==> src/rtl/wb_if.sv <==
// Pipelined Wishbone bus bundle shared by the fetch bridge and its memory slave.
// The master drives the request side; the slave drives data, ack, err and stall.
interface wb_if;
  logic        cyc;
  logic        stb;
  logic        we;
  logic [3:0]  sel;
  logic [31:0] adr;
  logic [31:0] dat_o;
  logic [31:0] dat_i;
  logic        ack;
  logic        err;
  logic        stall;

  modport master (
    output cyc, stb, we, sel, adr, dat_o,
    input  dat_i, ack, err, stall
  );

  modport slave (
    input  cyc, stb, we, sel, adr, dat_o,
    output dat_i, ack, err, stall
  );
endinterface

==> src/rtl/instr_fetch_wb_bridge.sv <==
// Ibex instruction-fetch (req/gnt/rvalid) to pipelined Wishbone read bridge with an
// outstanding-fetch counter and a watchdog that flushes orphaned fetches as errors.
module instr_fetch_wb_bridge #(
  parameter int unsigned MAX_OUTSTANDING = 2,
  parameter int unsigned TIMEOUT         = 255
) (
  input  logic        clk,
  input  logic        rst_n,
  input  logic        instr_req_i,
  input  logic [31:0] instr_addr_i,
  output logic        instr_gnt_o,
  output logic        instr_rvalid_o,
  output logic [31:0] instr_rdata_o,
  output logic        instr_err_o,
  wb_if.master        wb
);

  localparam int unsigned CNT_W = $clog2(MAX_OUTSTANDING + 1);
  localparam int unsigned TMR_W = $clog2(TIMEOUT + 1);
  localparam logic [CNT_W-1:0] CNT_MAX   = CNT_W'(MAX_OUTSTANDING);
  localparam logic [TMR_W-1:0] TMR_LAST  = TMR_W'(TIMEOUT - 1);

  typedef enum logic {
    ST_RUN   = 1'b0,
    ST_ABORT = 1'b1
  } state_e;

  state_e           state_q, state_d;
  logic [CNT_W-1:0] cnt_q, cnt_d;
  logic [TMR_W-1:0] timer_q, timer_d;

  logic        stb, cyc, gnt, resp, rvalid, err;
  logic [31:0] rdata;

  // Read-only, word-aligned fetches.
  assign wb.we    = 1'b0;
  assign wb.sel   = 4'hF;
  assign wb.dat_o = 32'h0;
  assign wb.adr   = instr_addr_i & 32'hFFFF_FFFC;

  assign wb.stb         = stb;
  assign wb.cyc         = cyc;
  assign instr_gnt_o    = gnt;
  assign instr_rvalid_o = rvalid;
  assign instr_err_o    = err;
  assign instr_rdata_o  = rdata;

  always_comb begin
    // NOTE: every signal gets a default first so no branch can infer a latch.
    state_d = state_q;
    cnt_d   = cnt_q;
    timer_d = timer_q;
    stb     = 1'b0;
    cyc     = 1'b0;
    gnt     = 1'b0;
    resp    = 1'b0;
    rvalid  = 1'b0;
    err     = 1'b0;
    rdata   = wb.dat_i;

    unique case (state_q)
      ST_RUN: begin
        // Full is judged on the registered count only: a response frees a slot next cycle.
        stb    = instr_req_i && (cnt_q < CNT_MAX);
        gnt    = stb && !wb.stall;
        cyc    = stb || (cnt_q != '0);
        resp   = cyc && (wb.ack || wb.err) && (cnt_q != '0);
        rvalid = resp;
        err    = wb.err && !wb.ack;
        cnt_d  = cnt_q + CNT_W'(gnt) - CNT_W'(resp);

        if ((cnt_q == '0) || resp) begin
          timer_d = '0;
        end else begin
          timer_d = timer_q + 1'b1;
        end

        if ((cnt_q != '0) && !resp && (timer_q == TMR_LAST)) begin
          state_d = ST_ABORT;
          timer_d = '0;
        end
      end

      ST_ABORT: begin
        // Bus cycle dropped; drain one error response per orphaned fetch.
        timer_d = '0;
        rdata   = 32'h0;
        if (cnt_q != '0) begin
          rvalid = 1'b1;
          err    = 1'b1;
          cnt_d  = cnt_q - 1'b1;
        end
        if (cnt_d == '0) begin
          state_d = ST_RUN;
        end
      end

      default: begin
        state_d = ST_RUN;
      end
    endcase

    if (!rst_n) begin
      stb    = 1'b0;
      cyc    = 1'b0;
      gnt    = 1'b0;
      rvalid = 1'b0;
      err    = 1'b0;
    end
  end

  // NOTE: non-blocking assignments so every flop updates from pre-edge values.
  always_ff @(posedge clk or negedge rst_n) begin
    if (!rst_n) begin
      state_q <= ST_RUN;
      cnt_q   <= '0;
      timer_q <= '0;
    end else begin
      state_q <= state_d;
      cnt_q   <= cnt_d;
      timer_q <= timer_d;
    end
  end

endmodule

==> src/flat_wrapper.sv <==
// flat-port wrapper written by rule: the top's interface ports become plain ports
module instr_fetch_wb_bridge_flat 
#(
  parameter int unsigned MAX_OUTSTANDING = 2,
  parameter int unsigned TIMEOUT         = 255
)
  (clk, rst_n, instr_req_i, instr_addr_i, instr_gnt_o, instr_rvalid_o, instr_rdata_o, instr_err_o, wb_cyc, wb_stb, wb_we, wb_sel, wb_adr, wb_dat_o, wb_dat_i, wb_ack, wb_err, wb_stall);
  wb_if wb_i ();
  input  logic clk;
  input  logic rst_n;
  input  logic instr_req_i;
  input  logic [31:0] instr_addr_i;
  output logic instr_gnt_o;
  output logic instr_rvalid_o;
  output logic [31:0] instr_rdata_o;
  output logic instr_err_o;
  output wire logic [$bits(wb_i.cyc)-1:0] wb_cyc;
  output wire logic [$bits(wb_i.stb)-1:0] wb_stb;
  output wire logic [$bits(wb_i.we)-1:0] wb_we;
  output wire logic [$bits(wb_i.sel)-1:0] wb_sel;
  output wire logic [$bits(wb_i.adr)-1:0] wb_adr;
  output wire logic [$bits(wb_i.dat_o)-1:0] wb_dat_o;
  input wire logic [$bits(wb_i.dat_i)-1:0] wb_dat_i;
  input wire logic [$bits(wb_i.ack)-1:0] wb_ack;
  input wire logic [$bits(wb_i.err)-1:0] wb_err;
  input wire logic [$bits(wb_i.stall)-1:0] wb_stall;
  assign wb_cyc = wb_i.cyc;
  assign wb_stb = wb_i.stb;
  assign wb_we = wb_i.we;
  assign wb_sel = wb_i.sel;
  assign wb_adr = wb_i.adr;
  assign wb_dat_o = wb_i.dat_o;
  assign wb_i.dat_i = wb_dat_i;
  assign wb_i.ack = wb_ack;
  assign wb_i.err = wb_err;
  assign wb_i.stall = wb_stall;
  instr_fetch_wb_bridge #(.MAX_OUTSTANDING(MAX_OUTSTANDING), .TIMEOUT(TIMEOUT)) u_core (.clk(clk), .rst_n(rst_n), .instr_req_i(instr_req_i), .instr_addr_i(instr_addr_i), .instr_gnt_o(instr_gnt_o), .instr_rvalid_o(instr_rvalid_o), .instr_rdata_o(instr_rdata_o), .instr_err_o(instr_err_o), .wb(wb_i));
endmodule
==> config.mk <==
export PLATFORM = sky130hd
export DESIGN_NAME = instr_fetch_wb_bridge_flat
export DESIGN_NICKNAME = d
export VERILOG_FILES = /design/src/rtl/wb_if.sv /design/src/rtl/instr_fetch_wb_bridge.sv /design/src/flat_wrapper.sv
export SDC_FILE = /design/constraint.sdc
export NUM_CORES = 1
export LEC_CHECK = 0
export BUFFER_PORTS_ARGS = -buffer_cell sky130_fd_sc_hd__buf_4
export CORE_ASPECT_RATIO = 1.4
export CORE_UTILIZATION = 29
export DETAILED_ROUTE_END_ITERATION = 8
export PLACE_DENSITY_LB_ADDON = 0.1
export SYNTH_ARGS = -nofsm -noshare
export SYNTH_HDL_FRONTEND = slang
export SYNTH_SLANG_ARGS = --single-unit
==> constraint.sdc <==
create_clock -name clk -period 1.7 [get_ports clk]
set_input_delay 0.17 -clock clk [delete_from_list [all_inputs] [get_ports clk]]
set_output_delay 0.17 -clock clk [all_outputs]
set_load 0.1 [all_outputs]
==> results.cfg <==
[status]
outcome = completed

[finish]
drive_gt1_share_pct = 52.47
area.growth.synth_to_final_pct = 41.51
final_util_pct = 42.98
num_antenna_cells = 0
nets = 298

[logic_synthesis]
synthArstFlopShare_pct = 100.0
yosysWarnings = 0
synth_mux_area_share_pct = 0
synth_top_family_by_area = buffers and inverters
synth_top_area_cell = buf_4
synth_edf_count = 0
synthXorXnorAreaFrac_pct = 3.179
synth-simple-area-share_pct = 25.43
syn_area_mm2 = 0.001378
ys_ff_latch = 11
synthTopCellsByCount = buf_4, nor2b_1, dfrtp_1
synth_area_leaders = buf_4, dfrtp_1, nor2b_1
avgSynthCellArea_um2 = 7.872
synth_cells = 175
synth_compound_area_share_pct = 7.175
synth_flop_cell = dfrtp_1
yosysUniqueCellTypes = 29
synth-adder-area-share_pct = 3.633
yosys.area.top_type_share_pct = 37.60
synth_seq_area_share_pct = 19.98
post-synth-top-count-cell = buf_4

[placed_design]
gp_congestion = 0.7317
port_buffers = 74
pre_cts_slack_ns = 0.04990
place_hpwl_mm = 2.588

[grt]
grt_pass1_wl_mm = 4.298
grt_pass1_vias = 960
grt_overflow_total = 0
grt_antenna_before_repair = 0
grt_start_max_net_pins = 29
grt_use_total_pct = 10.94

[timing]
skew_ns = 0.001688
rsz0062_at_grt = true
final_hold_viol_count = 0
timing.hold.ws_ns = 0.2971
timing.max_slew.rel_slack_pct = 61.80
min_period_ns = 1.635
setup_ws_ns = 0.06497
setup_violations = 0
fmaxAchievable_ghz = 0.6116
slew_viol_final = 0
worst_slew_pin_slew_ns = 0.5729
fin_crit_sh_pct = 96.18

[critical_path]
path_class = register to register
cp.required_ns = 1.82
cp_slowest_cell = dfrtp_1
worst_setup_path_start_kind = register
max_stage_delay_ns = 0.41
cp-end-kind = register
crit_fanout = 5
r2r-end = u_core.cnt_q[1]$_DFF_PN0_
arrival_ns = 1.76
crit_top_cell = ha_1
r2r_slack_ns = 0.06
reg2regPathDepth = 7
crit_start = u_core.cnt_q[0]$_DFF_PN0_
crit_end = u_core.cnt_q[1]$_DFF_PN0_
r2r_start = u_core.cnt_q[0]$_DFF_PN0_
crit_chain = o22a_1, ha_1, inv_1, ha_1, xor2_1, xnor2_1, o22ai_1

[clocking]
clkSlewWorstSetupHoldPaths_ns = 0.05
cts_tree = yes
insertion_delay_ns = 0.24
root_buffer = clkbuf_8
numCtsBuffers = 3
cts_buffer_depth = 2
htreeDepth = 1
clkSinkCount = 11

[pwr]
pwr_density_cell_mw_per_mm2 = 1002
power_leakage_nw = 1.030
max-vdd-ir-drop_v = 0.0006423

[die]
fp-row-count = 29
die_h_um = 83.55
initial_core_util_pct = 30.37
core_area_mm2 = 0.004536
dieArea_mm2 = 0.005034
die_w_um = 60.25
top_level_ports = 176

[route]
finalWirelength_mm = 3.091
drt_first_iter_violations = 28
drcViolationCount = 0
vias = 1120
vias_per_cell = 3.930
ant_nets = 0
drt_first_pass_iters = 4
wire_per_inst_um = 10.85

[worst_hold_path]
holdCritPathClass = primary input to asynchronous set/reset pin

[run]
max_cap_viol_count = 0
## state kept, by name, summed over array words and instances, names as in the netlist
register,count
u_core.cnt_q,2
u_core.state_q,1
u_core.timer_q,8
## metal layers
metal / track usage [%] / share of wire [%]
met2: 18.58 / 50
met1: 11.23 / 34
met5: 0 / 0
met3: 4.961 / 15
met4: 4.228 / 1.1
## through the flow
step                      TNS (ns)  instance area (um2)  power [mW]  instances
after floorplan             -4.609                 1715       1.818        212
after global placement           0                 1839       1.647        278
after detailed placement         0                 1839       1.647        278
after CTS                        0                 1927       1.937        283
after global routing      -0.01899                 1949       2.050        285
final                            0                 1949       1.954        285
## cell type report
type | instances | area (um2)
multi-input cells | 123 | 892.1
clock buffers | 4 | 45.04
fillers | 465 | 2586
well taps | 62 | 77.57
flip-flops and latches | 11 | 276.5
repair buffers | 81 | 643.1
inverters | 4 | 15.01
## cells by family after synthesis
logic type,after synthesis
flip-flops,11
AND/OR/NAND/NOR,60
XOR/XNOR,5
other,2
buffers and inverters,78
AO/OA/AOI/OAI,15
adder cells (fa/ha/maj),4
## where the power goes
part | switching [mW] | internal [mW] | leakage, nW
sequential | 0.0279 | 0.296 | 0.147
clock | 0.102 | 0.165 | 0.0228
combinational | 1.01 | 0.354 | 0.861
total | 1.14 | 0.816 | 1.03
## cells in the final DEF (no fill, tap or decap), types with 2 or more instances in the layout
cell and n:
clkbuf_8 3, o21ai_0 4, o31ai_1 2, conb_1 39, o22ai_1 2, xor2_1 3, dfrtp_1 10, buf_4 76
nand3_1 3, buf_6 2, a31oi_1 2, nand2_1 4, ha_1 4, inv_1 4, nor2_4 2, nand2b_4 2
nor3_1 2, buf_12 2, nor2b_4 20, nand4_1 2, xnor2_1 2, nor2b_1 11, nor2_1 6
## worst min path at each step
stage / from / to / slack (ns) / cells past startpoint
4_1_cts: rst_n / u_core.timer_q[4]$_DFF_PN0_ / 0.31 / 2
3_5_place_dp: rst_n / u_core.timer_q[4]$_DFF_PN0_ / 0.03 / 1
6_report: rst_n / u_core.timer_q[4]$_DFF_PN0_ / 0.30 / 2
2_1_floorplan: rst_n / u_core.cnt_q[0]$_DFF_PN0_ / -0.13 / 0
3_3_place_gp: rst_n / u_core.timer_q[4]$_DFF_PN0_ / 0.03 / 1
5_1_grt: rst_n / u_core.timer_q[4]$_DFF_PN0_ / 0.33 / 2
## repair_timing
| item | CTS | global route |
|---|---|---|
| endpoints found under the hold margin | 11 | 0 |
| gates cloned | 0 | 0 |
| gates resized for setup | 8 | 2 |
| buffers inserted | 0 | 2 |
| hold buffers | 1 | 0 |
| setup endpoints to repair | 3 | 15 |
| pin swaps | 2 | 1 |
## worst max-delay path, delay by kind of cell (launching register included)
| family | cells | cell delay (ns) |
|---|---|---|
| compound gates | 2 | 0.31 |
| xor+xnor | 2 | 0.29 |
| fa+ha+maj | 2 | 0.46 |
| buf+inv | 1 | 0.04 |
| flops | 1 | 0.41 |
Note: power is estimated with default switching activity, not from simulation.
